$ cat config.mk
export PLATFORM = sky130hd
export DESIGN_NAME = qu_scheduler_flat
export DESIGN_NICKNAME = d
export VERILOG_FILES = /design/src/rtl/qu_scheduler_if.sv /design/src/rtl/qu_scheduler.sv /design/src/flat_wrapper.sv
export SDC_FILE = /design/constraint.sdc
export NUM_CORES = 2
export LEC_CHECK = 0
export CORE_ASPECT_RATIO = 1.2
export CORE_UTILIZATION = 55
export DETAILED_ROUTE_END_ITERATION = 12
export PLACE_DENSITY = 0.74
export REMOVE_ABC_BUFFERS = 1
export SLEW_MARGIN = 10
export SYNTH_ARGS = -nofsm -noshare
export SYNTH_HDL_FRONTEND = slang
export SYNTH_SLANG_ARGS = --single-unit
$ cat constraint.sdc
create_clock -name clk -period 10.99 [get_ports clk]
set_input_delay 1.099 -clock clk [delete_from_list [all_inputs] [get_ports clk]]
set_output_delay 1.099 -clock clk [all_outputs]
set_load 0.01 [all_outputs]
$ cat src/rtl/qu_scheduler_if.sv
// Purpose: bundles the rename-side insert channel, writeback wakeup, issue output and control of qu_scheduler.
// Latency: none (signal container only).
// Backpressure: in_valid/in_ready on insert, out_valid/out_ready on issue; wakeup and control have no handshake.
//
// Ports carried: flush, schedule_en, in_* (insert), wb_* (wakeup), out_* (issue), count.
// master = the environment (rename, writeback, execute); slave = the scheduler.
interface qu_scheduler_if #(
  parameter int DEPTH           = 8,
  parameter int UOP_WIDTH       = 64,
  parameter int PREG_ADDR_WIDTH = 6
) ();
  localparam int CNT_W = $clog2(DEPTH + 1);

  logic                       flush;
  logic                       schedule_en;

  logic                       in_valid;
  logic                       in_ready;
  logic [UOP_WIDTH-1:0]       in_uop;
  logic [PREG_ADDR_WIDTH-1:0] in_rs1_preg;
  logic [PREG_ADDR_WIDTH-1:0] in_rs2_preg;
  logic                       in_rs1_rdy;
  logic                       in_rs2_rdy;

  logic                       wb_valid;
  logic [PREG_ADDR_WIDTH-1:0] wb_preg;

  logic                       out_valid;
  logic                       out_ready;
  logic [UOP_WIDTH-1:0]       out_uop;
  logic [PREG_ADDR_WIDTH-1:0] out_rs1_preg;
  logic [PREG_ADDR_WIDTH-1:0] out_rs2_preg;

  logic [CNT_W-1:0]           count;

  modport master (
    output flush, schedule_en,
    output in_valid, in_uop, in_rs1_preg, in_rs2_preg, in_rs1_rdy, in_rs2_rdy,
    input  in_ready,
    output wb_valid, wb_preg,
    input  out_valid, out_uop, out_rs1_preg, out_rs2_preg,
    output out_ready,
    input  count
  );

  modport slave (
    input  flush, schedule_en,
    input  in_valid, in_uop, in_rs1_preg, in_rs2_preg, in_rs1_rdy, in_rs2_rdy,
    output in_ready,
    input  wb_valid, wb_preg,
    output out_valid, out_uop, out_rs1_preg, out_rs2_preg,
    input  out_ready,
    output count
  );
endinterface

$ cat src/rtl/qu_scheduler.sv
// Purpose: age-ordered collapsing issue queue with operand wakeup; issues oldest ready uop into an output register.
// Latency: insert of a ready uop at edge k -> out_valid after edge k+1; wakeup at edge k -> issue at edge k+1.
// Backpressure: in_ready = registered count < DEPTH; out_valid && !out_ready freezes the output register.
//
// Ports: clk, rst (async active-low), sif (qu_scheduler_if.slave: flush, schedule_en, insert channel,
// wakeup broadcast, issue channel, count).
module qu_scheduler #(
  parameter int DEPTH           = 8,
  parameter int UOP_WIDTH       = 64,
  parameter int PREG_ADDR_WIDTH = 6
) (
  input  logic          clk,
  input  logic          rst,
  qu_scheduler_if.slave sif
);
  localparam int CNT_W = $clog2(DEPTH + 1);
  localparam int IDX_W = (DEPTH > 1) ? $clog2(DEPTH) : 1;

  // Queue storage; index 0 is always the oldest valid entry.
  logic [DEPTH-1:0]           vld_q, vld_d;
  logic [DEPTH-1:0]           rdy1_q, rdy1_d;
  logic [DEPTH-1:0]           rdy2_q, rdy2_d;
  logic [UOP_WIDTH-1:0]       uop_q  [DEPTH];
  logic [UOP_WIDTH-1:0]       uop_d  [DEPTH];
  logic [PREG_ADDR_WIDTH-1:0] tag1_q [DEPTH];
  logic [PREG_ADDR_WIDTH-1:0] tag1_d [DEPTH];
  logic [PREG_ADDR_WIDTH-1:0] tag2_q [DEPTH];
  logic [PREG_ADDR_WIDTH-1:0] tag2_d [DEPTH];
  logic [CNT_W-1:0]           count_q, count_d;

  // Output register toward execute.
  logic                       out_vld_q, out_vld_d;
  logic [UOP_WIDTH-1:0]       out_uop_q, out_uop_d;
  logic [PREG_ADDR_WIDTH-1:0] out_rs1_q, out_rs1_d;
  logic [PREG_ADDR_WIDTH-1:0] out_rs2_q, out_rs2_d;

  logic                       in_ready;
  logic [DEPTH-1:0]           elig;
  logic [IDX_W-1:0]           sel_idx;
  logic                       slot_free;
  logic                       issue;
  logic                       push;
  logic [CNT_W-1:0]           ins_idx;
  logic [IDX_W:0]             src;

  // Accept decision uses registered count only, so an issue on the same edge does not free a slot early.
  assign in_ready = (count_q < CNT_W'(DEPTH));

  // Selection: lowest-index eligible entry, using registered ready bits (wakeup never bypasses).
  always_comb begin
    elig    = vld_q & rdy1_q & rdy2_q & {DEPTH{sif.schedule_en}};
    sel_idx = '0;
    for (int i = DEPTH - 1; i >= 0; i--) begin
      if (elig[i]) sel_idx = IDX_W'(i);
    end
    slot_free = !out_vld_q || sif.out_ready;
    issue     = slot_free && (|elig) && !sif.flush;
    push      = sif.in_valid && in_ready && !sif.flush;
    // With a simultaneous issue the queue collapses first, so the tail moves down by one.
    ins_idx   = count_q - CNT_W'(issue);
  end

  // Entry update: collapse above the issued slot, wake up, then write the new tail entry.
  always_comb begin
    vld_d  = '0;
    rdy1_d = '0;
    rdy2_d = '0;
    src    = '0;
    for (int i = 0; i < DEPTH; i++) begin
      uop_d[i]  = uop_q[i];
      tag1_d[i] = tag1_q[i];
      tag2_d[i] = tag2_q[i];

      if (issue && ((IDX_W + 1)'(i) >= {1'b0, sel_idx})) begin
        src = (IDX_W + 1)'(i + 1);
      end else begin
        src = (IDX_W + 1)'(i);
      end

      if (src < (IDX_W + 1)'(DEPTH)) begin
        vld_d[i]  = vld_q[src[IDX_W-1:0]];
        rdy1_d[i] = rdy1_q[src[IDX_W-1:0]];
        rdy2_d[i] = rdy2_q[src[IDX_W-1:0]];
        uop_d[i]  = uop_q[src[IDX_W-1:0]];
        tag1_d[i] = tag1_q[src[IDX_W-1:0]];
        tag2_d[i] = tag2_q[src[IDX_W-1:0]];
      end else begin
        // Top slot vacated by the collapse.
        vld_d[i]  = 1'b0;
        rdy1_d[i] = 1'b0;
        rdy2_d[i] = 1'b0;
      end

      // Wakeup applies after the shift so moving entries do not miss a broadcast.
      if (sif.wb_valid && vld_d[i]) begin
        if (tag1_d[i] == sif.wb_preg) rdy1_d[i] = 1'b1;
        if (tag2_d[i] == sif.wb_preg) rdy2_d[i] = 1'b1;
      end

      if (push && (CNT_W'(i) == ins_idx)) begin
        vld_d[i]  = 1'b1;
        uop_d[i]  = sif.in_uop;
        tag1_d[i] = sif.in_rs1_preg;
        tag2_d[i] = sif.in_rs2_preg;
        rdy1_d[i] = sif.in_rs1_rdy || (sif.wb_valid && (sif.in_rs1_preg == sif.wb_preg));
        rdy2_d[i] = sif.in_rs2_rdy || (sif.wb_valid && (sif.in_rs2_preg == sif.wb_preg));
      end
    end
    if (sif.flush) vld_d = '0;
  end

  // Occupancy and output register.
  always_comb begin
    count_d   = count_q + CNT_W'(push) - CNT_W'(issue);
    out_vld_d = out_vld_q;
    out_uop_d = out_uop_q;
    out_rs1_d = out_rs1_q;
    out_rs2_d = out_rs2_q;
    if (sif.flush) begin
      count_d   = '0;
      out_vld_d = 1'b0;
    end else if (issue) begin
      out_vld_d = 1'b1;
      out_uop_d = uop_q[sel_idx];
      out_rs1_d = tag1_q[sel_idx];
      out_rs2_d = tag2_q[sel_idx];
    end else if (sif.out_ready) begin
      // Drain without replacement; payload is left as-is.
      out_vld_d = 1'b0;
    end
  end

  always_ff @(posedge clk or negedge rst) begin
    if (!rst) begin
      vld_q     <= '0;
      rdy1_q    <= '0;
      rdy2_q    <= '0;
      count_q   <= '0;
      out_vld_q <= 1'b0;
      out_uop_q <= '0;
      out_rs1_q <= '0;
      out_rs2_q <= '0;
      for (int i = 0; i < DEPTH; i++) begin
        uop_q[i]  <= '0;
        tag1_q[i] <= '0;
        tag2_q[i] <= '0;
      end
    end else begin
      vld_q     <= vld_d;
      rdy1_q    <= rdy1_d;
      rdy2_q    <= rdy2_d;
      count_q   <= count_d;
      out_vld_q <= out_vld_d;
      out_uop_q <= out_uop_d;
      out_rs1_q <= out_rs1_d;
      out_rs2_q <= out_rs2_d;
      for (int i = 0; i < DEPTH; i++) begin
        uop_q[i]  <= uop_d[i];
        tag1_q[i] <= tag1_d[i];
        tag2_q[i] <= tag2_d[i];
      end
    end
  end

  assign sif.in_ready     = in_ready;
  assign sif.out_valid    = out_vld_q;
  assign sif.out_uop      = out_uop_q;
  assign sif.out_rs1_preg = out_rs1_q;
  assign sif.out_rs2_preg = out_rs2_q;
  assign sif.count        = count_q;

endmodule

$ cat src/flat_wrapper.sv
// flat-port wrapper written by rule: the top's interface ports become plain ports
module qu_scheduler_flat 
#(
  parameter int DEPTH           = 8,
  parameter int UOP_WIDTH       = 64,
  parameter int PREG_ADDR_WIDTH = 6
)
  (clk, rst, sif_flush, sif_schedule_en, sif_in_valid, sif_in_uop, sif_in_rs1_preg, sif_in_rs2_preg, sif_in_rs1_rdy, sif_in_rs2_rdy, sif_in_ready, sif_wb_valid, sif_wb_preg, sif_out_valid, sif_out_uop, sif_out_rs1_preg, sif_out_rs2_preg, sif_out_ready, sif_count);
  qu_scheduler_if #(.DEPTH(DEPTH), .UOP_WIDTH(UOP_WIDTH), .PREG_ADDR_WIDTH(PREG_ADDR_WIDTH)) sif_i ();
  input  logic clk;
  input  logic rst;
  input wire logic [$bits(sif_i.flush)-1:0] sif_flush;
  input wire logic [$bits(sif_i.schedule_en)-1:0] sif_schedule_en;
  input wire logic [$bits(sif_i.in_valid)-1:0] sif_in_valid;
  input wire logic [$bits(sif_i.in_uop)-1:0] sif_in_uop;
  input wire logic [$bits(sif_i.in_rs1_preg)-1:0] sif_in_rs1_preg;
  input wire logic [$bits(sif_i.in_rs2_preg)-1:0] sif_in_rs2_preg;
  input wire logic [$bits(sif_i.in_rs1_rdy)-1:0] sif_in_rs1_rdy;
  input wire logic [$bits(sif_i.in_rs2_rdy)-1:0] sif_in_rs2_rdy;
  output wire logic [$bits(sif_i.in_ready)-1:0] sif_in_ready;
  input wire logic [$bits(sif_i.wb_valid)-1:0] sif_wb_valid;
  input wire logic [$bits(sif_i.wb_preg)-1:0] sif_wb_preg;
  output wire logic [$bits(sif_i.out_valid)-1:0] sif_out_valid;
  output wire logic [$bits(sif_i.out_uop)-1:0] sif_out_uop;
  output wire logic [$bits(sif_i.out_rs1_preg)-1:0] sif_out_rs1_preg;
  output wire logic [$bits(sif_i.out_rs2_preg)-1:0] sif_out_rs2_preg;
  input wire logic [$bits(sif_i.out_ready)-1:0] sif_out_ready;
  output wire logic [$bits(sif_i.count)-1:0] sif_count;
  assign sif_i.flush = sif_flush;
  assign sif_i.schedule_en = sif_schedule_en;
  assign sif_i.in_valid = sif_in_valid;
  assign sif_i.in_uop = sif_in_uop;
  assign sif_i.in_rs1_preg = sif_in_rs1_preg;
  assign sif_i.in_rs2_preg = sif_in_rs2_preg;
  assign sif_i.in_rs1_rdy = sif_in_rs1_rdy;
  assign sif_i.in_rs2_rdy = sif_in_rs2_rdy;
  assign sif_in_ready = sif_i.in_ready;
  assign sif_i.wb_valid = sif_wb_valid;
  assign sif_i.wb_preg = sif_wb_preg;
  assign sif_out_valid = sif_i.out_valid;
  assign sif_out_uop = sif_i.out_uop;
  assign sif_out_rs1_preg = sif_i.out_rs1_preg;
  assign sif_out_rs2_preg = sif_i.out_rs2_preg;
  assign sif_i.out_ready = sif_out_ready;
  assign sif_count = sif_i.count;
  qu_scheduler #(.DEPTH(DEPTH), .UOP_WIDTH(UOP_WIDTH), .PREG_ADDR_WIDTH(PREG_ADDR_WIDTH)) u_core (.clk(clk), .rst(rst), .sif(sif_i));
endmodule
* Yosys cells after proc, flatten, opt, wreduce, memory -nomap -nowiden
Cells that the tools add are included.
** Word-level totals
- Flip-flop bits (word level) :: 713
- Bits of input ports :: 91
** Cells by class
- Add/sub/neg operators :: 3
- Magnitude comparators :: 33
- Equal/unequal tests :: 25
- Multiplexer cells :: 278
- Bitwise logic cells :: 13
- Reductions and logical operators :: 46
** Operators by type and width (count)
- 2-to-1 mux 64 bit :: 34
- binary-select mux 64 bit (select 3 bit) :: 9
- 2-to-1 mux 6 bit :: 68
- binary-select mux 6 bit (select 3 bit) :: 18
- 2-to-1 mux 1 bit :: 111
- equality test 6 bit :: 18
- binary-select mux 1 bit (select 3 bit) :: 24
- >= comparator 4 bit, second input constant :: 9
- < comparator 3 x 4 -> 1 bit, second input constant :: 9
- logical AND 1 bit :: 29
- 2-to-1 mux 3 bit :: 9
- bitwise AND 8 bit :: 3
- inverter 3 -> 4 bit :: 6
- equality test 3 x 4 -> 1 bit, first input constant :: 4
- < comparator 2 x 4 -> 1 bit, second input constant :: 4
- nonzero test 2 bit :: 8
- >= comparator 3 bit, first input constant :: 3
- equality test 2 x 4 -> 1 bit, first input constant :: 2
- < comparator 1 x 4 -> 1 bit, second input constant :: 2
- < comparator 4 bit, second input constant :: 2
- 2-to-1 mux 4 bit :: 2
- 2-to-1 mux 8 bit :: 1
- inverter 2 -> 4 bit :: 2
- OR reduction 8 bit :: 1
- other kinds (13) :: 20

* Depth between registers and ports, before layout
- Depth in word-level cells :: 23
- Depth in mapped cells :: 20
- Gate-level depth less buffers :: 13

* Worst setup path before layout
OpenSTA, ideal clock, no wires.
- Kind :: in2reg
- From :: input port sif_schedule_en
- To :: register u_core.tag2_q[31] in the netlist's numbering
- Arrival :: 4.481 ns
- Data required time :: 10.907 ns
- Setup slack :: 6.427 ns
- Cell stages on the path :: 20
- Path buffers :: 8
- Cell sequence :: buf_6 > nand4_4 > and4_1 > buf_6 > buf_2 > nand2_1 > o21ai_2 > clkbuf_1 > inv_1 > ha_1 > inv_1 > ha_1 > clkbuf_1 > inv_1 > nor3_1 > clkbuf_1 > buf_2 > clkbuf_1 > nand2_1 > o21ai_0
** RTL lines
- start: declaration :: RTL line flat_wrapper.sv:13 : input wire logic [$bits(sif_i.schedule_en)-1:0] sif_schedule_en;
- end signal: indexed assignment :: RTL line qu_scheduler.sv:160 : tag2_q[i] <= tag2_d[i];
- end: declaration :: RTL line qu_scheduler.sv:27 : logic [PREG_ADDR_WIDTH-1:0] tag2_q [DEPTH];

* Worst setup path in the final report
- From :: input port sif_schedule_en
- To :: register u_core.uop_q[213] in the netlist's numbering
** Between the ends
- Cells in the longest elaborated chain, start to end :: 18
- Elaborated cells on any way between the ends :: 26
- Those cells by class :: 1 x add/sub; 2 x order compare; 1 x eq/ne; 14 x mux; 2 x bitwise; 6 x reduce/logical
** RTL lines
- bitwise AND 8 bit * :: RTL line qu_scheduler.sv:51 : elig = vld_q & rdy1_q & rdy2_q & {DEPTH{sif.schedule_en}};
- 2-to-1 mux 3 bit (8 in series) :: RTL line qu_scheduler.sv:54 : if (elig[i]) sel_idx = IDX_W'(i);
- >= comparator 3 bit :: RTL line qu_scheduler.sv:74 : if (issue && ((IDX_W + 1)'(i) >= {1'b0, sel_idx})) begin
- logical AND 1 bit :: RTL line qu_scheduler.sv:74
- 2-to-1 mux 1 bit :: RTL line qu_scheduler.sv:74
- inverter 3 -> 4 bit (implied by the code) :: RTL line qu_scheduler.sv:84 : uop_d[i] = uop_q[src[IDX_W-1:0]];
- binary-select mux 64 bit (select 3 bit) :: RTL line qu_scheduler.sv:84
- 2-to-1 mux 64 bit (implied by the code) (2 in series) :: RTL line qu_scheduler.sv:84
- 2-to-1 mux 64 bit :: RTL line qu_scheduler.sv:80 : if (src < (IDX_W + 1)'(DEPTH)) begin
- 2-to-1 mux 64 bit :: RTL line qu_scheduler.sv:100 : if (push && (CNT_W'(i) == ins_idx)) begin
- end signal: indexed assignment :: RTL line qu_scheduler.sv:158 : uop_q[i] <= uop_d[i];
- end: declaration :: RTL line qu_scheduler.sv:23 : logic [UOP_WIDTH-1:0] uop_q [DEPTH];
Mark *: on every way between the ends. The rest lies on a longest branch, timed or not. The select of a mux whose other input is x is not followed.
A chain may end at the register's enable or synchronous reset.

==> implementation parameters <==
Parameter                              Value

Place
  Final weighted congestion in routability-driven placement    0.919
  DP Cell Count    4601
  Quantity of I/O buffers inserted on ports    172
  Placed wire-length estimate    ~64000 um
  Worst slack at placement    4.45 ns
  Cell Area, Placed    between 30000 and 40000 sq um

Worst setup path
  Arrival time worst endpoint    6.45 ns
  Worst-case reg-to-reg path depth    13
  Critical path's largest stage delay    between 0.9 and 1 ns
  Class of the most critical setup path    primary input to flip-flop
  Crit start category    primary input
  Crit path required time    11.45 ns
  Critical path endpoint category    flip-flop
  Maximum net fanout on the critical path    81
  Cell-by-cell listing of the critical path    clkdlybuf4s50_1, nand4_4, and4_1, nand2_1, o21ai_4, inv_1, ha_1, ha_1, xnor2_1, nor2_1, nand3_4, buf_4, nor2_1, a31oi_1
  Critical-path cell with the highest stage delay    nand3_4

Power
  Internal power summed over all cells    6.28 mW
  Worst VDD drop    0.146 mV
  Share of total power in the clock network    28.1%
  Share of total power in combinational logic    25.9%
  NetSw    2.96 mW
  Switching Fraction    32.0%
  Register share of total power    between 40% and 50%
  Pleak    roughly 18 nW
  Areal power density over the cells    219 nW/um^2

Clock tree
  Root cell of the clock tree    clkbuf_16
  Post-CTS resize count    0
  Clk buf depth    3
  CTS HTree Levels    3
  Number of buffers added for setup after CTS    0
  Total number of clock tree sinks    713
  Inserted Clock Buffers    74
  CTS tree    done
  Latest clock arrival within the worst-skew pair    0.63 ns
  Clk slew on worst S/H paths    ~0.06 ns
  Number of buffers inserted for hold repair after clock tree synthesis    0

STA
  Minimum clock period    5.99 ns
  Unrepaired setup endpoints after global routing    no
  Slew Limit Fails    0
  Final count of hold timing violations    0
  Final critical-path share of the clock period    about 54%
  Min setup slack post-route    roughly 5 ns
  Relative slew slack    roughly a quarter
  Actual transition at the worst max-transition pin    1.11 ns
  Max Clk Rate    around 0.17 GHz
  Setup violation total in the final timing report    0
  Final Skew    roughly 0.032 ns

Finish
  Area delta synth->final    11.3%
  Number of fillers in the final layout    about 5500
  Layout cell share with drive strength beyond 1    10.9%
  Number of nets at the end of the flow    approximately 3900
  Total non-filler cell area in the finished layout    42100 sq um
  Number of standard cells in the layout, taps in and fillers out    approximately 4700

Global routing
  Congestion Overflow GR    0
  Number of global-route vias before repair    29800
  First-pass GRT wire length    ~170000 um
  Aggregate global-route resource usage    31.7%
  Antenna violations before repair    8
  Largest net degree at the start of global routing    177

Synth
  Netlist area before placement    37900 sq um
  Yosys Warn Count    0
  Number of enable-type register cells in the synthesized netlist    0
  Leading post-synthesis cells by instance count    713 x dfrtp_1, 713 x nand2_1, 428 x nor2_1, 371 x mux2i_1, 220 x a21oi_1
  Synth area leaders    dfrtp_1 47%, mux2i_1 9.8%, mux4_2 7.7%
  Fraction of the yosys area taken by sequential cells    roughly 47%
  Netlist cell types    75
  Area share of the largest cell type after synthesis    47.1%
  Gate Count Post-Synth    3837
  Leading register cell type out of synthesis    dfrtp_1
  #FFs+latches synth    713
  Share of synthesized registers carrying an async set or reset    100%
  Synthesized area divided by synthesized cell count    ~10 sq um
  Cell accounting for the most synthesized area    dfrtp_1

Floorplanning
  Core area    68200 sq um
  Total die area    69900 sq um
  Io pins    around 170
  Row count    105
  Effective utilization at floorplan    between 50% and 60%
  Overall die height    289 um
  Die W    between 200 and 250 um

Routing
  Detailed Routing Iterations Pass 1    6
  Per-cell via count in the routed design    6.37
  Drt wl/cell    23.4 um
  DRC Markers    0
  Total via count in the routed design    30100
  Iteration-0 DRC Markers    between 3000 and 4000
  Number of nets still failing antenna checks after routing    0
  Total detailed-routing wirelength    111000 um

Hold path
  Depth of the worst hold-timing path    2
  Worst hold path class    flip-flop to flip-flop

Flow run
  Number of max-capacitance violations reported    0

Outcome
  Status    completed
per-layer routing:
layer  part of all wire, %  GRT usage (%)  up-vias
met2                    48           52.0     1397
met1                    41           42.3    15100
met4                   3.1           12.6        4
met3                   7.7           5.22      236
li1                      -              -    13400
met5                 0.022              0        -
critical path, delay by kind of cell:
kind / cells / cell delay [ns]
and+or+nand+nor: 6 / 2.88
AOI/OAI and AO/OA: 2 / 0.26
buffers and inverters: 3 / 1.51
adders and majority gates: 2 / 0.46
xor gates and xnor gates: 1 / 0.16
area by class of cell:
type | count | area, sq um | share of cell area [%]
antenna | 6 | 15.0 | 0.0356
clock buffer | 100 | 2070 | 4.92
clock inverter | 26 | 352 | 0.835
inverter | 22 | 82.6 | 0.196
multi-input combinational | 2728 | 18400 | 43.8
sequential | 713 | 17800 | 42.4
tap | 909 | 1140 | 2.70
timing repair buffer | 229 | 2190 | 5.20
registers in the layout, indices dropped and copies added, names as in the netlist:
register / flops
u_core.uop_q: 512
u_core.sif.out_uop: 64
u_core.tag1_q: 48
u_core.tag2_q: 48
u_core.rdy1_q: 8
u_core.rdy2_q: 8
u_core.vld_q: 8
u_core.sif.out_rs1_preg: 6
u_core.sif.out_rs2_preg: 6
u_core.sif.count: 4
u_core.sif.out_valid: 1
cell usage in the layout, fill, tap and decap left out, types with 7 or more instances in the layout:
master	netlist	final
a22oi_1	57	57
o21ai_0	172	172
mux4_2	129	129
nand2b_1	14	14
dfrtp_1	713	713
mux2_2	81	81
clkbuf_8	0	8
xor2_1	37	37
nor3_1	12	10
mux2i_1	371	371
nand2_1	713	711
clkdlybuf4s50_1	0	171
xnor2_1	51	51
clkinv_2	0	14
a211oi_1	8	8
inv_1	21	21
bufinv_16	0	8
clkbuf_16	0	76
and3_1	7	7
nor2_1	428	426
a21oi_1	220	220
a221o_1	25	25
nor4_1	7	7
clkbuf_1	183	16
nand4_1	17	17
o22ai_1	32	32
a31oi_1	211	211
nand3_1	30	25
buf_4	24	54
cells by family (layout without fill, tap and decap cells):
| kind of cell | count (synthesis) | in the layout | share of synthesized area, % |
|---|---|---|---|
| other cells | 0 | 6 | 0 |
| buf+inv | 396 | 377 | 4.61 |
| compound gates | 786 | 786 | 12.6 |
| xor+xnor | 88 | 88 | 2.04 |
| mux | 581 | 581 | 19.9 |
| simple gates | 1266 | 1266 | 13.5 |
| flops | 713 | 713 | 47.1 |
| fa+ha+maj | 7 | 7 | 0.251 |
metrics by stage:
| step | power, mW | setup TNS (ns) | util, % | hold slack [ns] |
|---|---|---|---|---|
| finish | 9.23 | 0 | 61.8 | 0.464 |
| global route | 9.71 | 0 | 61.8 | 0.495 |
| CTS | 9.23 | 0 | 61.8 | 0.469 |
| detailed placement | 6.62 | 0 | 58.2 | 0.455 |
| global placement | 6.52 | 0 | 58.2 | 0.450 |
| floorplan | 5.79 | -9.33 | - | 0.497 |
path summary, 6_finish.rpt:
check,from,end,slack (ns)
setup / recovery,sif_schedule_en,u_core.uop_q[213],5.00
hold / removal,u_core.sif.out_uop[14],u_core.sif.out_uop[14],0.46
setup reg to reg,u_core.vld_q[0],u_core.uop_q[213],5.90
hold reg to reg,u_core.sif.out_uop[14],u_core.sif.out_uop[14],0.46
max in group asynchronous,rst,u_core.uop_q[476],8.12
min in group asynchronous,rst,u_core.uop_q[429],0.53
power groups by stage:
stage | Sequential [mW] | Clock (mW) | Combinational [mW]
2_1_floorplan | 4.08 | 0 | 1.71
3_3_place_gp | 4.23 | 0 | 2.29
3_5_place_dp | 4.25 | 0 | 2.37
4_1_cts | 4.22 | 2.62 | 2.39
5_1_grt | 4.35 | 2.71 | 2.65
6_report | 4.25 | 2.59 | 2.39
Note: power is estimated with default switching activity, not from simulation.
==> edit (same flow settings) <==
`DEPTH` is set to 8 in 3 places; all go to 4.
--- a/src/rtl/qu_scheduler_if.sv
+++ b/src/rtl/qu_scheduler_if.sv
@@ -6,5 +6,5 @@
 // master = the environment (rename, writeback, execute); slave = the scheduler.
 interface qu_scheduler_if #(
-  parameter int DEPTH           = 8,
+  parameter int DEPTH           = 4,
   parameter int UOP_WIDTH       = 64,
   parameter int PREG_ADDR_WIDTH = 6
--- a/src/rtl/qu_scheduler.sv
+++ b/src/rtl/qu_scheduler.sv
@@ -6,5 +6,5 @@
 // wakeup broadcast, issue channel, count).
 module qu_scheduler #(
-  parameter int DEPTH           = 8,
+  parameter int DEPTH           = 4,
   parameter int UOP_WIDTH       = 64,
   parameter int PREG_ADDR_WIDTH = 6
--- a/src/flat_wrapper.sv
+++ b/src/flat_wrapper.sv
@@ -2,5 +2,5 @@
 module qu_scheduler_flat 
 #(
-  parameter int DEPTH           = 8,
+  parameter int DEPTH           = 4,
   parameter int UOP_WIDTH       = 64,
   parameter int PREG_ADDR_WIDTH = 6
Ports: changed (resized sif_count); port bits go from 173 to 172. The function was not compared with the original's and may differ.
==> edit against the original RTL <==
Area after synthesis decreased by 49%. Routed wire length decreased by 53%. Cell area decreased by 47%. Largest power group unchanged. Sequential power fell by 43%. Sequential cell count down 317. Setup slack improved by 0.12 ns. Count of clock-buffer cells in the layout is 39 lower. Total power fell by 45%.
==> edit: results (changes against the original RTL) <==
Parameter                              Value

Placement
  Port-buffer cells ... 171 (-0.58%)
  Placed instance area ... 0.0211 sq mm (-47%)
  HPWL after detailed placement ... 29,300 microns (-54%)
  Place WS ... 4.65 ns (+0.204 ns)
  Global placement routability congestion ... 0.913 (-0.56%)

Global routing
  Via count of the first global-routing pass ... 15,539 (-48%)
  First-pass GRT wire length ... 83,500 microns (-52%)
  Global routing usage on met1 ... 0.377 (-0.0462)
  Total GRT Usage ... 0.294 (-0.0230)
  Number of antenna violations at the first check in global routing ... 4 (-4)
  Met2 usage in global routing ... 0.507 (-0.0128)
  Pin count of the biggest net entering global routing ... 183 (+3.4%)
  Global routing met3 resource utilization ... 0.0451 (-0.00710)

Cells and area
  Inverter count of the layout excluding clock inverters ... 17 (-23%)
  Number of inserted diodes ... 2 (-4)
  Non-Clock Buffer Count ... 192 (-16%)
  Multi-input combinational gate total ... 1,336 (-51%)
  Flip-flop and latch share of the layout cell area ... 0.442 (+0.0184)
  Area used by multi-input combinational logic ... 0.00862 sq mm (-53%)
  Share of final-layout standard cells stronger than drive strength 1 ... 0.0890 (-0.0199)
  Fill count ... 2,692 (-51%)
  Clock buf/inv share ... 0.0610 (+0.00346)
  Non-clock buffers, area share ... 0.0841 (+0.0321)
  Final instance area ... 0.0224 sq mm (-47%)
  CLK BUF ... 61 (-39%)

Detailed routing
  First drt pass iteration count ... 5 (-1)
  Initial DRC Count ... 1,380 (-59%)
  Per-cell routed wire length ... 21.1 microns (-9.8%)
  Via count normalized by instance count ... 6.21 (-2.5%)
  Detailed Route WL ... 52,200 microns (-53%)

Yosys
  Commonest cells in the netlist ... 396 x dfrtp_1, 376 x nand2_1, 219 x o21ai_0, 161 x mux2i_1, 90 x nor2_1
  Largest cells by area after synthesis ... dfrtp_1 51%, mux2i_1 8.4%, nand2_1 7.3%
  Mux contribution to synthesized area ... 0.129 (-0.0702)
  Parity-gate share of the synthesized area counting xor and xnor cells ... 0.0227 (+0.00239)
  Count of distinct cell types in the synthesized netlist ... 62 (-17%)
  Fraction of the mapped netlist area in compound gates ... 0.175 (+0.0495)

Worst setup path
  Launching point of the worst reg2reg path ... u_core.sif.out_valid$_DFFE_PN0P_
  Cell type of the slowest stage on the worst timing path ... or4_4

Power and ir drop
  Static leakage power ... 0.00930 uW (-49%)
  IR Drop Worst-Case VDD ... 0.000122 V (-16%)

Clocking
  Clock latency of the later-clocked register in the worst-skew pair ... 0.54 ns (-0.09 ns)
  Number of CTS-inserted buffers ... 41 (-45%)
  Max H-tree Level ... 2 (-1)

STA
  Worst Tran Pin Value ... 1.14 ns (+0.0298 ns)
  Final clock skew ... 0.0181 ns (-0.0142 ns)

Status
  Outcome ... complete, no violations

Worst hold path
  HP Start ... u_core.sif.out_uop[38]$_DFFE_PN0P_
edit: cell types whose count changed after synthesis, moves of 74 or more:
cell      before  now
clkbuf_1     183   74
a31oi_1      211   75
a221oi_1       3   77
mux2i_1      371  161
dfrtp_1      713  396
a22o_1         1   77
a21oi_1      220   19
nor2_1       428   90
nand2_1      713  376
mux4_2       129    0
edit: worst paths after layout:
path / to / slack (ns) / depth (start not counted)
max: u_core.rdy1_q[0]$_DFF_PN0_ / 5.12 / 13
min: u_core.sif.out_uop[38]$_DFFE_PN0P_ / 0.48 / 2
max reg2reg: u_core.rdy1_q[0]$_DFF_PN0_ / 5.83 / 11
min reg2reg: u_core.sif.out_uop[38]$_DFFE_PN0P_ / 0.48 / 2
max in group asynchronous: u_core.tag1_q[4]$_DFF_PN0_ / 8.67 / 2
min in group asynchronous: u_core.sif.out_uop[41]$_DFFE_PN0P_ / 0.70 / 1
